$ cat config.mk
export PLATFORM = sky130hd
export DESIGN_NAME = button_event_gen
export DESIGN_NICKNAME = d
export VERILOG_FILES = /design/src/rtl/button_event_pkg.sv /design/src/rtl/button_event_gen_tick_prescaler.sv /design/src/rtl/button_event_gen.sv
export SDC_FILE = /design/constraint.sdc
export NUM_CORES = 1
export LEC_CHECK = 0
export CAP_MARGIN = 20
export CELL_PAD_IN_SITES_DETAIL_PLACEMENT = 2
export CELL_PAD_IN_SITES_GLOBAL_PLACEMENT = 2
export CORE_MARGIN = 2
export CORE_UTILIZATION = 36
export CTS_CLUSTER_DIAMETER = 80
export CTS_CLUSTER_SIZE = 40
export DETAILED_ROUTE_END_ITERATION = 10
export PLACE_DENSITY_LB_ADDON = 0.1
export SYNTH_ARGS = -nofsm -noshare
export SYNTH_HDL_FRONTEND = slang
export SYNTH_SLANG_ARGS = --single-unit
$ cat constraint.sdc
create_clock -name clk -period 4.1 [get_ports clk]
set_clock_uncertainty 0.2 [all_clocks]
set_input_delay 0.82 -clock clk [delete_from_list [all_inputs] [get_ports clk]]
set_output_delay 0.82 -clock clk [all_outputs]
set_load 0.05 [all_outputs]
$ cat src/rtl/button_event_pkg.sv
// Shared encodings for the button event generator: FSM state codes, event kinds
// and the default event bytes.
package button_event_pkg;

   localparam logic [1:0] ST_IDLE      = 2'd0;
   localparam logic [1:0] ST_PRESS     = 2'd1;
   localparam logic [1:0] ST_LONG_HELD = 2'd2;

   typedef enum logic [1:0] {
      EV_SHORT = 2'd0,
      EV_LONG  = 2'd1,
      EV_REL   = 2'd2,
      EV_REP   = 2'd3
   } ev_kind_t;

   localparam logic [7:0] DEF_SHORT_CODE = 8'h53;
   localparam logic [7:0] DEF_LONG_CODE  = 8'h4C;
   localparam logic [7:0] DEF_REL_CODE   = 8'h52;
   localparam logic [7:0] DEF_REP_CODE   = 8'h50;

   function automatic int ms_cnt_width(input int long_ticks, input int repeat_ticks);
      int m;
      m = (long_ticks > repeat_ticks) ? long_ticks : repeat_ticks;
      return $clog2(m + 1);
   endfunction

endpackage

$ cat src/rtl/button_event_gen_tick_prescaler.sv
// Free-running divider producing a one-cycle tick every TICK_DIV clocks.
// Shared with the debouncer, so it is never cleared except by reset.
module tick_prescaler #(
   parameter int TICK_DIV = 100000
) (
   input  logic clk,
   input  logic reset_n,
   output logic tick
);

   localparam int CW = (TICK_DIV > 2) ? $clog2(TICK_DIV) : 1;
   localparam logic [CW-1:0] LAST = CW'(TICK_DIV - 1);

   logic [CW-1:0] count_reg;

   always_ff @(posedge clk or negedge reset_n) begin
      if (!reset_n) begin
         count_reg <= '0;
      end else if (count_reg == LAST) begin
         count_reg <= '0;
      end else begin
         count_reg <= count_reg + 1'b1;
      end
   end

   assign tick = (count_reg == LAST);

endmodule

$ cat src/rtl/button_event_gen.sv
// Turns the debounced button level into short/long/release event bytes on a
// one-entry valid/ready slot. Define BUTTON_AUTOREPEAT_EN for repeat events while held.
module button_event_gen
   import button_event_pkg::*;
#(
   parameter int          TICK_DIV     = 100000,
   parameter int          LONG_TICKS   = 500,
   parameter int          REPEAT_TICKS = 200,
   parameter logic [7:0]  SHORT_CODE   = DEF_SHORT_CODE,
   parameter logic [7:0]  LONG_CODE    = DEF_LONG_CODE,
   parameter logic [7:0]  REL_CODE     = DEF_REL_CODE,
   parameter logic [7:0]  REP_CODE     = DEF_REP_CODE
) (
   input  logic       clk,
   input  logic       reset_n,
   input  logic       debounced,
   output logic [7:0] ev_data,
   output logic       ev_valid,
   input  logic       ev_ready,
   output logic       ev_drop,
   output logic       busy
);

   localparam int MS_W = ms_cnt_width(LONG_TICKS, REPEAT_TICKS);

   logic            tick;
   logic [1:0]      state_reg, state_next;
   logic [MS_W-1:0] ms_cnt_reg;
   logic            cnt_clear;
   logic            emit;
   ev_kind_t        emit_kind;
   logic [7:0]      emit_code;
   logic [7:0]      ev_data_reg;
   logic            ev_valid_reg;
   logic            ev_drop_reg;
   logic            slot_load;

   tick_prescaler #(.TICK_DIV(TICK_DIV)) u_prescaler (
      .clk     (clk),
      .reset_n (reset_n),
      .tick    (tick)
   );

   // Release is tested first in every held state so it wins over a coincident tick.
   always_comb begin
      state_next = state_reg;
      emit       = 1'b0;
      emit_kind  = EV_SHORT;
      cnt_clear  = 1'b0;
      case (state_reg)
         ST_IDLE: begin
            if (debounced) begin
               state_next = ST_PRESS;
               cnt_clear  = 1'b1;
            end
         end
         ST_PRESS: begin
            if (!debounced) begin
               emit       = 1'b1;
               emit_kind  = EV_SHORT;
               state_next = ST_IDLE;
               cnt_clear  = 1'b1;
            end else if (tick && ms_cnt_reg == MS_W'(LONG_TICKS - 1)) begin
               emit       = 1'b1;
               emit_kind  = EV_LONG;
               state_next = ST_LONG_HELD;
               cnt_clear  = 1'b1;
            end
         end
         ST_LONG_HELD: begin
            if (!debounced) begin
               emit       = 1'b1;
               emit_kind  = EV_REL;
               state_next = ST_IDLE;
               cnt_clear  = 1'b1;
            end
`ifdef BUTTON_AUTOREPEAT_EN
            else if (tick && ms_cnt_reg == MS_W'(REPEAT_TICKS - 1)) begin
               emit       = 1'b1;
               emit_kind  = EV_REP;
               cnt_clear  = 1'b1;
            end
`endif
         end
         default: begin
            state_next = ST_IDLE;
            cnt_clear  = 1'b1;
         end
      endcase
   end

   always_comb begin
      emit_code = SHORT_CODE;
      case (emit_kind)
         EV_SHORT: emit_code = SHORT_CODE;
         EV_LONG:  emit_code = LONG_CODE;
         EV_REL:   emit_code = REL_CODE;
         EV_REP:   emit_code = REP_CODE;
         default:  emit_code = SHORT_CODE;
      endcase
   end

   always_ff @(posedge clk or negedge reset_n) begin
      if (!reset_n) begin
         state_reg  <= ST_IDLE;
         ms_cnt_reg <= '0;
      end else begin
         state_reg <= state_next;
         if (cnt_clear) begin
            ms_cnt_reg <= '0;
         end else if (tick && ms_cnt_reg != {MS_W{1'b1}}) begin
            ms_cnt_reg <= ms_cnt_reg + 1'b1;
         end
      end
   end

   // The slot accepts a new event when empty or when its current one is leaving.
   assign slot_load = emit && (!ev_valid_reg || ev_ready);

   always_ff @(posedge clk or negedge reset_n) begin
      if (!reset_n) begin
         ev_valid_reg <= 1'b0;
         ev_data_reg  <= 8'h00;
         ev_drop_reg  <= 1'b0;
      end else begin
         ev_drop_reg <= emit && ev_valid_reg && !ev_ready;
         if (slot_load) begin
            ev_valid_reg <= 1'b1;
            ev_data_reg  <= emit_code;
         end else if (ev_valid_reg && ev_ready) begin
            ev_valid_reg <= 1'b0;
         end
      end
   end

   assign ev_data  = ev_data_reg;
   assign ev_valid = ev_valid_reg;
   assign ev_drop  = ev_drop_reg;
   assign busy     = (state_reg != ST_IDLE);

endmodule

## After elaboration in Yosys (flattened, before gate mapping)

Index checks and enable logic that the tools add are counted.

- Flip-flop bits (word level): 38
- Input bits: 4
- Logic and storage cells: 55

- Add/subtract/negate cells: 2
- Equality and inequality tests: 11
- Muxes and demuxes: 21
- Reduce and logical (&&, ||, !) cells: 15

Operator list:

| kind | number |
|---|---|
| $pmux 8 s4 | 1 |
| $mux 9 | 2 |
| $add 17x1->17 const B | 1 |
| $eq 17x17->1 const B | 1 |
| $mux 17 | 1 |
| $mux 2 | 5 |
| $add 9x1->9 const B | 1 |
| $eq 9x9->1 const B | 1 |
| $ne 9x9->1 const B | 1 |
| $mux 1 | 8 |
| $eq 2x2->1 const B | 3 |
| $logic_and 1x1->1 | 6 |
| $pmux 2 s3 | 1 |
| $reduce_bool 2->1 | 3 |
| $eq 2x1->1 const B | 2 |
| $logic_not 2->1 | 2 |
| $ne 2x2->1 const B | 2 |
| $pmux 2 s2 | 1 |
| $ne 3x3->1 const B | 1 |
| $pmux 1 s3 | 1 |
| $reduce_and 3->1 | 1 |
| $logic_not 1->1 | 2 |
| $pmux 1 s2 | 1 |
| $logic_or 1x1->1 | 1 |

## Depth between registers and ports, before layout

- Word-level depth: 7
- Mapped depth: 8
- Gate-level depth less buffers: 8

## Modules after synthesis

From an unflattened synthesis, not the netlist that was laid out.

- Cells, all modules: 181
- Area, all modules: 1828.0 µm²

Modules (own cells, without submodules):

| module | instances | cells each | area an instance (µm²) | sequential area each (µm²) |
|---|---|---|---|---|
| button_event_gen | 1 | 107 | 1034.7 | 450.4 |
| tick_prescaler | 1 | 74 | 793.3 | 425.4 |

## Worst setup path before layout

Ideal clock, no wire load.

- Path type: in2reg
- Start point: input debounced
- End point: register ms_cnt_reg[1]
- Library setup time: 0.072 ns
- Data arrival time: 1.916 ns
- Data required time: 3.828 ns
- Path slack: 1.913 ns
- Stages: 6
- Buffers on the path: 2
- Cell sequence: clkbuf_1 > nor2_1 > or3b_2 > a21o_1 > buf_2 > nor2_1

- Word-level cells in the longest chain between the ends: 3
- Elaborated cells on any way between the ends: 6
- Those cells by class: mux: 5; reduce/logical: 1

RTL lines:

| element | line | text |
|---|---|---|
| from (decl) | button_event_gen.sv:16 | `input logic debounced,` |
| $mux 1 (on tied branches) | button_event_gen.sv:71, button_event_gen.sv:52, button_event_gen.sv:58 |  |
| $pmux 1 s3 * | button_event_gen.sv:50 | `case (state_reg)` |
| $mux 9 / $reduce_bool 2->1 (equally long branches) | n/a |  |
| to (signal assigned) | button_event_gen.sv:112 | `ms_cnt_reg <= ms_cnt_reg + 1'b1;` |
| to (decl) | button_event_gen.sv:28 | `logic [MS_W-1:0] ms_cnt_reg;` |

Every way passes the cells marked *; elsewhere a longest branch is shown, timed or not.
A chain may end at the register's enable or synchronous reset.

## Final worst setup path

- Start point: register state_reg[0]
- End point: output busy

- Word-level cells in the longest chain between the ends: 1

RTL lines:

| element | line | text |
|---|---|---|
| from (decl) | button_event_gen.sv:27 | `logic [1:0] state_reg, state_next;` |
| from (signal assigned) | button_event_gen.sv:108 | `state_reg <= state_next;` |
| $reduce_bool 2->1 | button_event_gen.sv:139 | `assign busy = (state_reg != ST_IDLE);` |
| to (decl) | button_event_gen.sv:21 | `output logic busy` |

No other way between the ends.

==> metrics.txt <==
status=complete, no violations; Worst-Margin Slew=roughly 0.58 ns; # fillers=between 500 and 600; n_diodes=0; H-tree depth reported by CTS=2; PD cells=around 480 nW/um^2; Flop pwr share=0.394; Setup crit end kind=output pin; # hold bufs at CTS=0; final count of pins violating max slew=0; Worst Setup Start Kind=flip-flop; share of cells above drive strength 1=0.0872; drt drc=0; routed wire length=about 4.2 mm; FP Rows=26; power share of the clock group=0.275; post-synthesis register bit count=35; Fin. Hold Viols=0; Most used DFF post-synth=dfrtp_1; initial antenna violation count=0; Post-Syn Instances=between 150 and 200; Worst Hold Slack=approximately 0.25 ns; critical path class=flip-flop to output pin; Initial Util=0.367; CTS clock-pin slew for the worst setup and hold paths=approximately 0.070 ns; clk sink count=35; max reg flops=17; final setup TNS=0 ns; post-layout min period=between 2 and 3 ns; Worst EP required=approximately 3 ns; worst rel slew slack=0.611; Post-synth EDFFs=0; CTS Root Cell=clkbuf_8; first-pass GRT wire length=~7 mm; Netlist cell types=between 40 and 50; Port Buf Inserts=12; RSZ-0062 raised after global routing=no; Area after DPL=about 2000 sq um; Seq/Total Area, Yosys=0.477; Congestion Overflow GR=0; ys async rst share=1.00; crit path max-delay cell type=clkdlybuf4s50_1; Syn Area/Cell=approximately 10 sq um; gr usage total=0.165; Pre-antenna DRT Iters=4; Die H=75.5 microns; Avg Vias per Cell=5.14; # IOs=15; crit-path leading delay family=buffers and inverters; Placeable Area=approximately 5000 sq um; combinational share of power=0.331; Core Util, Final=0.422; DR WL/cell=15.9 microns; Int Pwr=634 uW; Worst IR Drop VDD=around 240 uV; clk_lat worst skew=0.29 ns; Total Nets Final=between 200 and 250; post-CTS resize count=0; CTS tree=yes; synth-to-layout area growth=15.0%; worst-case clock buffer depth=2; CP cell instances=inv_1 > ha_1 > inv_1 > clkdlybuf4s50_1; R2R setup slack=roughly 1.6 ns; Die W=~75 microns; design area=2110 sq um; Achievable Freq=between 0.3 and 0.4 GHz; Die ar.=5690 sq um; Post-CTS Repair Setup Buffers=0; Leak Pwr=0.867 nW; Worst Path Arrival=approximately 1.9 ns; Switching Share=0.373; Crit path top cell by count=inv_1; DR vias=about 1400; gpl congestion=about 0.84; DRT antenna net count=0; vias in the first global route=approximately 1500; largest net degree at the start of global routing=36; worst-path fanout max=5; Hold WC Path Type=flip-flop to flip-flop; worst path buffer plus inverter count=3; Switch Pwr=~380 uW; fin crit share=0.718; CP peak stage delay=0.79 ns; Max-Cap Viols=0; Ys Warns=0; Final setup viols=0; Post-Synthesis Cell Area=1840 sq um; DP HPWL=around 3.1 mm; drt first-iter violations=24; TritonCTS Buffers=5
worst paths after layout:
kind	startpoint	to	depth (start not counted)
max	state_reg[0]	busy	4
min	u_prescaler.count_reg[0]	u_prescaler.count_reg[0]	1
max reg2reg	u_prescaler.count_reg[0]	ms_cnt_reg[2]	6
min reg2reg	u_prescaler.count_reg[0]	u_prescaler.count_reg[0]	1
max in group asynchronous	reset_n	ms_cnt_reg[5]	2
min in group asynchronous	reset_n	ev_data[1]	2
synthesized netlist by cell type, types with 2 or more instances:
| master | number | area, sq um |
|---|---|---|
| a21oi_1 | 4 | 20.0 |
| and3_1 | 4 | 25.0 |
| and4_1 | 2 | 17.5 |
| buf_2 | 2 | 10.0 |
| buf_4 | 3 | 22.5 |
| dfrtp_1 | 35 | 876 |
| ha_1 | 7 | 87.6 |
| inv_1 | 6 | 22.5 |
| mux2i_1 | 2 | 20.0 |
| nand2_1 | 12 | 45.0 |
| nand2b_1 | 5 | 31.3 |
| nand3_1 | 6 | 30.0 |
| nand4_1 | 4 | 25.0 |
| nand4b_1 | 3 | 26.3 |
| nor2_1 | 25 | 93.8 |
| nor2b_1 | 2 | 12.5 |
| nor3_1 | 7 | 35.0 |
| nor4_1 | 4 | 25.0 |
| nor4b_2 | 2 | 30.0 |
| o21ai_0 | 2 | 10.0 |
| o31ai_1 | 2 | 15.0 |
| xnor2_1 | 17 | 149 |
| xor2_1 | 4 | 35.0 |
layout by cell type (no fill, tap or decap), types with 2 or more instances in the layout:
| cell type | instances |
|---|---|
| and3_1 | 4 |
| mux2i_1 | 2 |
| nand2b_1 | 5 |
| nand2_1 | 12 |
| clkdlybuf4s50_1 | 12 |
| nand3_1 | 6 |
| inv_1 | 6 |
| o21ai_0 | 2 |
| xor2_1 | 4 |
| clkbuf_8 | 7 |
| nor3_1 | 7 |
| nand4b_1 | 3 |
| ha_1 | 7 |
| conb_1 | 2 |
| o31ai_1 | 2 |
| and4_1 | 2 |
| nor2_1 | 25 |
| dfrtp_1 | 35 |
| nor2b_1 | 2 |
| nor4_1 | 4 |
| nand4_1 | 4 |
| a21oi_1 | 4 |
| nor4b_2 | 2 |
| xnor2_1 | 17 |
power groups by stage:
stage               registers (mW)  clock network (mW)  logic (mW)
global placement             0.403                   0       0.326
CTS                          0.399               0.293       0.339
detailed placement           0.406                   0       0.338
global route                 0.403               0.307       0.366
floorplan                    0.480                   0       0.152
finish                       0.399               0.278       0.335
kinds of logic after synthesis:
family	Yosys count	share of synthesized area
AO/OA/AOI/OAI	16	0.0599
XOR/XNOR	21	0.100
adder cells (fa/ha/maj)	7	0.0476
buffers and inverters	13	0.0381
flip-flops	35	0.477
multiplexers	2	0.0109
other	1	0.00204
AND/OR/NAND/NOR	85	0.265
stage by stage:
step	std cells	setup WS, ns	power, mW
finish	265	1.15	1.01
global route	265	1.08	1.08
CTS	265	1.13	1.03
detailed placement	257	1.40	0.744
global placement	257	1.48	0.729
floorplan	181	1.91	0.633
cell type report:
| type | instances | area [sq um] | share of cell area |
|---|---|---|---|
| Sequential cell | 35 | 876 | 0.414 |
| Clock buffer | 7 | 96.3 | 0.0456 |
| Multi-Input combinational cell | 133 | 896 | 0.424 |
| Clock inverter | 1 | 7.51 | 0.00355 |
| Inverter | 6 | 22.5 | 0.0107 |
| Tap cell | 70 | 87.6 | 0.0414 |
| Timing Repair Buffer | 13 | 128 | 0.0604 |
metal layers:
| layer | wire, microns | up-vias | part of all wire | global-route usage |
|---|---|---|---|---|
| met5 | 0 | - | 0 | 0 |
| met4 | 98 | 0 | 0.023 | 0.0682 |
| met3 | 175 | 8 | 0.041 | 0.0489 |
| met2 | 2130 | 19 | 0.51 | 0.282 |
| met1 | 1810 | 683 | 0.43 | 0.194 |
| li1 | - | 651 | - | - |
(Power assumes the default switching activity.)
